==> src/rtl/waveform_pixel_src_if.sv <==
// waveform_pixel_src_if: RGB565 valid/ready pixel stream from the waveform source to the LCD sequencer.
interface waveform_pixel_src_if;
  logic [15:0] data;
  logic        valid;
  logic        ready;
  modport master (output data, output valid, input ready);
  modport slave  (input data, input valid, output ready);
endinterface

==> src/rtl/waveform_pixel_src.sv <==
// waveform_pixel_src: raster-order RGB565 frame of a scrolling triangle-wave trace for the ST7735 sequencer.
// Define WAVEFORM_GRID_EN to overlay a 16-pixel grid behind the trace.
module waveform_pixel_src #(
  parameter int          WIDTH    = 80,
  parameter int          HEIGHT   = 160,
  parameter logic [15:0] FG_COLOR = 16'hFFFF,
  parameter logic [15:0] BG_COLOR = 16'h0000,
  parameter logic [7:0]  SCROLL   = 8'd4
) (
  input  logic                        clk,
  input  logic                        rst_n,
  input  logic                        start,
  input  logic [7:0]                  step,
  output logic                        busy,
  output logic                        frame_done,
  waveform_pixel_src_if.master        pix
);
  localparam logic [6:0] W7 = 7'(WIDTH);
  localparam logic [7:0] H8 = 8'(HEIGHT);
  typedef enum logic [1:0] {IDLE, LOAD_ROW, STREAM, DONE} state_t;
  state_t      state_q, state_d;
  logic [6:0]  col_q, col_d, trace_col_q, trace_col_d, tri_v, tc_new;
  logic [7:0]  row_q, row_d, row_phase_q, row_phase_d, frame_phase_q, frame_phase_d, step_q, step_d;
  logic [15:0] data_q, data_d;
  logic        valid_q, valid_d, busy_q, busy_d, done_q, done_d;
`ifdef WAVEFORM_GRID_EN
  localparam logic [15:0] GRID_COLOR = 16'h18E3;
  function automatic logic [15:0] pix_val(input logic [6:0] c, input logic [6:0] tc);
    return (c == tc) ? FG_COLOR : (c[3:0] == 4'd0 || row_q[3:0] == 4'd0) ? GRID_COLOR : BG_COLOR;
  endfunction
`else
  function automatic logic [15:0] pix_val(input logic [6:0] c, input logic [6:0] tc);
    return (c == tc) ? FG_COLOR : BG_COLOR;
  endfunction
`endif
  // Fold the phase into a 0..127 ramp, then scale to 0..WIDTH-1 with a 7x7 product.
  assign tri_v  = row_phase_q[7] ? ~row_phase_q[6:0] : row_phase_q[6:0];
  assign tc_new = 7'((14'(tri_v) * 14'(W7)) >> 7);
  always_comb begin
    state_d       = state_q;
    col_d         = col_q;
    row_d         = row_q;
    row_phase_d   = row_phase_q;
    frame_phase_d = frame_phase_q;
    trace_col_d   = trace_col_q;
    step_d        = step_q;
    data_d        = data_q;
    valid_d       = valid_q;
    busy_d        = busy_q;
    done_d        = 1'b0;
    case (state_q)
      IDLE: if (start) begin
        step_d      = step;
        row_phase_d = frame_phase_q;
        col_d       = 7'd0;
        row_d       = 8'd0;
        busy_d      = 1'b1;
        state_d     = LOAD_ROW;
      end
      LOAD_ROW: begin
        trace_col_d = tc_new;
        data_d      = pix_val(7'd0, tc_new);
        valid_d     = 1'b1;
        state_d     = STREAM;
      end
      STREAM: if (valid_q && pix.ready) begin
        if (col_q != W7 - 7'd1) begin
          col_d  = col_q + 7'd1;
          data_d = pix_val(col_q + 7'd1, trace_col_q);
        end else if (row_q != H8 - 8'd1) begin
          valid_d     = 1'b0;
          col_d       = 7'd0;
          row_d       = row_q + 8'd1;
          row_phase_d = row_phase_q + step_q;
          state_d     = LOAD_ROW;
        end else begin
          valid_d = 1'b0;
          busy_d  = 1'b0;
          done_d  = 1'b1;
          state_d = DONE;
        end
      end
      DONE: begin
        frame_phase_d = frame_phase_q + SCROLL;
        state_d       = IDLE;
      end
      default: state_d = IDLE;
    endcase
  end
  always_ff @(posedge clk or negedge rst_n) begin
    if (!rst_n) begin
      state_q       <= IDLE;
      col_q         <= '0;
      row_q         <= '0;
      row_phase_q   <= '0;
      frame_phase_q <= '0;
      trace_col_q   <= '0;
      step_q        <= '0;
      data_q        <= '0;
      valid_q       <= 1'b0;
      busy_q        <= 1'b0;
      done_q        <= 1'b0;
    end else begin
      state_q       <= state_d;
      col_q         <= col_d;
      row_q         <= row_d;
      row_phase_q   <= row_phase_d;
      frame_phase_q <= frame_phase_d;
      trace_col_q   <= trace_col_d;
      step_q        <= step_d;
      data_q        <= data_d;
      valid_q       <= valid_d;
      busy_q        <= busy_d;
      done_q        <= done_d;
    end
  end
  assign pix.data   = data_q;
  assign pix.valid  = valid_q;
  assign busy       = busy_q;
  assign frame_done = done_q;
endmodule

==> src/flat_wrapper.sv <==
// flat-port wrapper written by rule: the top's interface ports become plain ports
module waveform_pixel_src_flat 
#(
  parameter int          WIDTH    = 80,
  parameter int          HEIGHT   = 160,
  parameter logic [15:0] FG_COLOR = 16'hFFFF,
  parameter logic [15:0] BG_COLOR = 16'h0000,
  parameter logic [7:0]  SCROLL   = 8'd4
)
  (clk, rst_n, start, step, busy, frame_done, pix_data, pix_valid, pix_ready);
  waveform_pixel_src_if pix_i ();
  input  logic clk;
  input  logic rst_n;
  input  logic start;
  input  logic [7:0] step;
  output logic busy;
  output logic frame_done;
  output wire logic [$bits(pix_i.data)-1:0] pix_data;
  output wire logic [$bits(pix_i.valid)-1:0] pix_valid;
  input wire logic [$bits(pix_i.ready)-1:0] pix_ready;
  assign pix_data = pix_i.data;
  assign pix_valid = pix_i.valid;
  assign pix_i.ready = pix_ready;
  waveform_pixel_src #(.WIDTH(WIDTH), .HEIGHT(HEIGHT), .FG_COLOR(FG_COLOR), .BG_COLOR(BG_COLOR), .SCROLL(SCROLL)) u_core (.clk(clk), .rst_n(rst_n), .start(start), .step(step), .busy(busy), .frame_done(frame_done), .pix(pix_i));
endmodule
==> config.mk <==
export PLATFORM = sky130hd
export DESIGN_NAME = waveform_pixel_src_flat
export DESIGN_NICKNAME = d
export VERILOG_FILES = /design/src/rtl/waveform_pixel_src_if.sv /design/src/rtl/waveform_pixel_src.sv /design/src/flat_wrapper.sv
export SDC_FILE = /design/constraint.sdc
export NUM_CORES = 1
export LEC_CHECK = 0
export BUFFER_PORTS_ARGS = -buffer_cell sky130_fd_sc_hd__clkbuf_2
export CORE_AREA = 2 2 77 79
export CTS_CLUSTER_SIZE = 30
export DETAILED_ROUTE_END_ITERATION = 16
export DIE_AREA = 0 0 79 81
export PLACE_DENSITY = 0.86
export SYNTH_ARGS = -nofsm -noshare
export SYNTH_HDL_FRONTEND = slang
export SYNTH_SLANG_ARGS = --single-unit
==> constraint.sdc <==
create_clock -name clk -period 5 [get_ports clk]
set_clock_uncertainty 0.05 [all_clocks]
set_input_delay 0.25 -clock clk [delete_from_list [all_inputs] [get_ports clk]]
set_output_delay 0.25 -clock clk [all_outputs]
set_load 0.005 [all_outputs]
==> impl_metrics.json <==
{
  "outcome": "finished, violations left",
  "violations": "hold timing",
  "reg2reg_slack_ps": 2290,
  "grt_pass1_wl_mm": 10.6,
  "via_count": 2532,
  "grt_max_degree": 51,
  "synthSimpleGateAreaFrac": 0.224,
  "slew_violations": 0,
  "pwr_density_cell_nw_per_um2": 259,
  "ys_ff_latch": 50,
  "core_area_sq_um": 5680,
  "grt_overflow_total": 0,
  "port_buffers": 30,
  "tightest_slew_ps": 1000,
  "synth_top_family_by_area": "simple AND/OR/NAND/NOR gates",
  "ios": 31,
  "path_clk_slew_ps": 90,
  "first_iter_violations": 99,
  "antenna_found_initial": 0,
  "fin_crit_ps": 2710,
  "hpwl_mm": 4.65,
  "critPathMaxFanout": 10,
  "drtPass1Iterations": 4,
  "diodes": 0,
  "insertion_delay_ps": 300,
  "synth-adder-area-share": 0.0703,
  "drv_cap": 0,
  "ir_worst_vdd_v": 0.000137,
  "r2r_end": "u_core.trace_col_q[5]",
  "synthesis.instances": 359,
  "htreeDepth": 2,
  "gp_congestion": 0.824,
  "synth_edf_count": 0,
  "finalPower_uw": 883,
  "dieArea_sq_um": 6400,
  "ctsResizeCount": 0,
  "ys_seq_area_frac": 0.386,
  "synthMuxAreaShare": 0.0205,
  "synth_compound_area_frac": 0.164,
  "reg2reg_depth": 9,
  "via_per_inst": 5.73,
  "rsz0062_at_grt": "no",
  "cts_root_buffer": "clkbuf_8",
  "synth.distinct_cells": 60,
  "cp.required_ps": 5140,
  "fill_cells": 500,
  "cts_sinks": 50,
  "whs_ps": -14.7,
  "async_flop_share": 1.00,
  "synthesis.area_sq_um": 3240,
  "setup_viol": 0,
  "synth_xor_area_frac": 0.0703,
  "arrival_ps": 2850,
  "cts_max_path_buffers": 2,
  "die_x_um": 79,
  "cts_tree": "done",
  "max_freq_mhz": 369,
  "syn2layout_area_growth_pct": 5.25,
  "synthesis.area_per_instance_sq_um": 9.02,
  "start_util": 0.571,
  "std_cell_rows": 28,
  "endpoint_kind": "register",
  "finalNetCount": 395,
  "route.detailed.drc": 0,
  "cp-start-kind": "register",
  "layout-drive-gt1-share": 0.142,
  "grtUsageTotal": 0.209,
  "wl_per_cell_um": 14.5,
  "ys.flop_type": "dfrtp_1",
  "setup_tns_ps": 0,
  "ctsHoldBuffers": 0,
  "synth_nets": 388,
  "die_y_um": 81,
  "post_cts_buffers": 0,
  "leakagePower_uw": 0.00170,
  "ys_warn_count": 0,
  "regToRegStartpoint": "u_core.row_phase_q[7]",
  "ant_nets": 0,
  "path_class": "reg -> reg",
  "cts_buffers": 5,
  "hold_viol_final": 7,
  "grt_pass1_vias": 2301,
  "post-route-period-util": 0.542,
  "hold_class": "in -> async",
  "slew_headroom": 0.329,
  "wl_mm": 6.39
}
-- cell type report --
type / instances / area [sq um] / share of cell area
Sequential cell: 50 / 1250 / 0.367
Inverter: 6 / 22.5 / 0.00661
Clock inverter: 1 / 30.0 / 0.00881
Multi-Input combinational cell: 272 / 1780 / 0.521
Tap cell: 75 / 93.8 / 0.0275
Clock buffer: 7 / 76.3 / 0.0224
Timing Repair Buffer: 31 / 158 / 0.0462
-- power by group --
| part | leakage (uW) | internal [uW] | switching, uW | total [uW] |
|---|---|---|---|---|
| Combinational | 0.000970 | 75.5 | 69.2 | 145 |
| Clock | 0.0000524 | 150 | 135 | 285 |
| Sequential | 0.000677 | 421 | 32.4 | 453 |
-- cells in the mapped netlist (all sizes together) (3+ instances only) --
cell type / count / area [sq um]
xnor2: 11 / 96.3
nand4: 6 / 43.8
a31oi: 4 / 25.0
buf: 24 / 161
ha: 15 / 188
nor3b: 3 / 22.5
xor2: 15 / 131
inv: 6 / 22.5
nand3: 14 / 75.1
a21oi: 14 / 70.1
o31ai: 5 / 37.5
nor4: 4 / 40.0
mux2: 5 / 56.3
a21o: 6 / 45.0
o21ai: 24 / 120
dfrtp: 50 / 1250
nor3: 4 / 20.0
and3: 3 / 18.8
and2: 6 / 37.5
nor2b: 4 / 25.0
or3: 6 / 37.5
nand2: 62 / 233
nor2: 22 / 82.6
clkbuf: 7 / 26.3
nand2b: 7 / 43.8
-- sequential cells by signal, summed over array words and instances (netlist names) --
| signal | flops |
|---|---|
| u_core.busy | 1 |
| u_core.col_q | 7 |
| u_core.frame_done | 1 |
| u_core.frame_phase_q | 6 |
| u_core.pix.data | 1 |
| u_core.pix.valid | 1 |
| u_core.row_phase_q | 8 |
| u_core.row_q | 8 |
| u_core.state_q | 2 |
| u_core.step_q | 8 |
| u_core.trace_col_q | 7 |
-- critical path, stage by stage (launching register included) --
cell and delay, ps:
dfrtp_1 530, inv_1 160, or3_1 400, o21ai_0 160, ha_1 300, a211oi_1 320, o21bai_1 120, a21oi_1 190
xor2_1 110, mux2_2 280
-- how the worst max path moves through the flow --
| stage | start | to | slack (ps) | cells past startpoint |
|---|---|---|---|---|
| 3_5_place_dp | u_core.row_phase_q[7] | u_core.trace_col_q[5] | 2360 | 9 |
| 6_report | u_core.row_phase_q[7] | u_core.trace_col_q[5] | 2290 | 9 |
| 2_1_floorplan | u_core.row_phase_q[7] | u_core.trace_col_q[5] | 2460 | 10 |
| 5_1_grt | u_core.row_phase_q[7] | u_core.trace_col_q[5] | 2090 | 9 |
| 4_1_cts | u_core.row_phase_q[7] | u_core.trace_col_q[5] | 2280 | 9 |
| 3_3_place_gp | u_core.row_phase_q[7] | u_core.trace_col_q[5] | 2460 | 9 |
-- metal layers --
layer	share of wire	GRT usage	vias to the layer above
met3	0.037	0.0367	6
met1	0.45	0.272	1208
met5	0	0	-
met2	0.50	0.369	56
met4	0.0084	0.0431	0
li1	-	-	1262
-- logic make-up after synthesis --
family / after synthesis
AOI/OAI and AO/OA: 77
xor gates and xnor gates: 26
adders and majority gates: 17
buffers and inverters: 37
DFF: 50
muxes: 6
and+or+nand+nor: 146
-- placed cells by master, fill, tap and decap left out, types with 6 or more instances in the layout --
| cell type | synthesis | layout |
|---|---|---|
| nand2_1 | 62 | 62 |
| dfrtp_1 | 50 | 50 |
| clkbuf_2 | 0 | 30 |
| nor2_1 | 22 | 22 |
| o21ai_0 | 17 | 17 |
| xor2_1 | 15 | 15 |
| ha_1 | 15 | 15 |
| a21oi_1 | 14 | 14 |
| nand3_1 | 13 | 13 |
| xnor2_1 | 11 | 11 |
| nand2b_1 | 7 | 7 |
| o21ai_1 | 7 | 7 |
| or3_1 | 6 | 6 |
| and2_1 | 6 | 6 |
| a21o_1 | 6 | 6 |
-- through the flow --
stage	instance area (sq um)	cells	util	worst slack (ps)	hold WS, ps
finish	3410	442	0.601	2290	-14.7
global route	3410	442	0.601	2090	33.9
CTS	3410	442	0.601	2280	12.5
detailed placement	3300	434	0.582	2360	345
global placement	3300	434	0.582	2460	339
floorplan	3240	359	-	2460	-95.6
(Power assumes the default switching activity.)
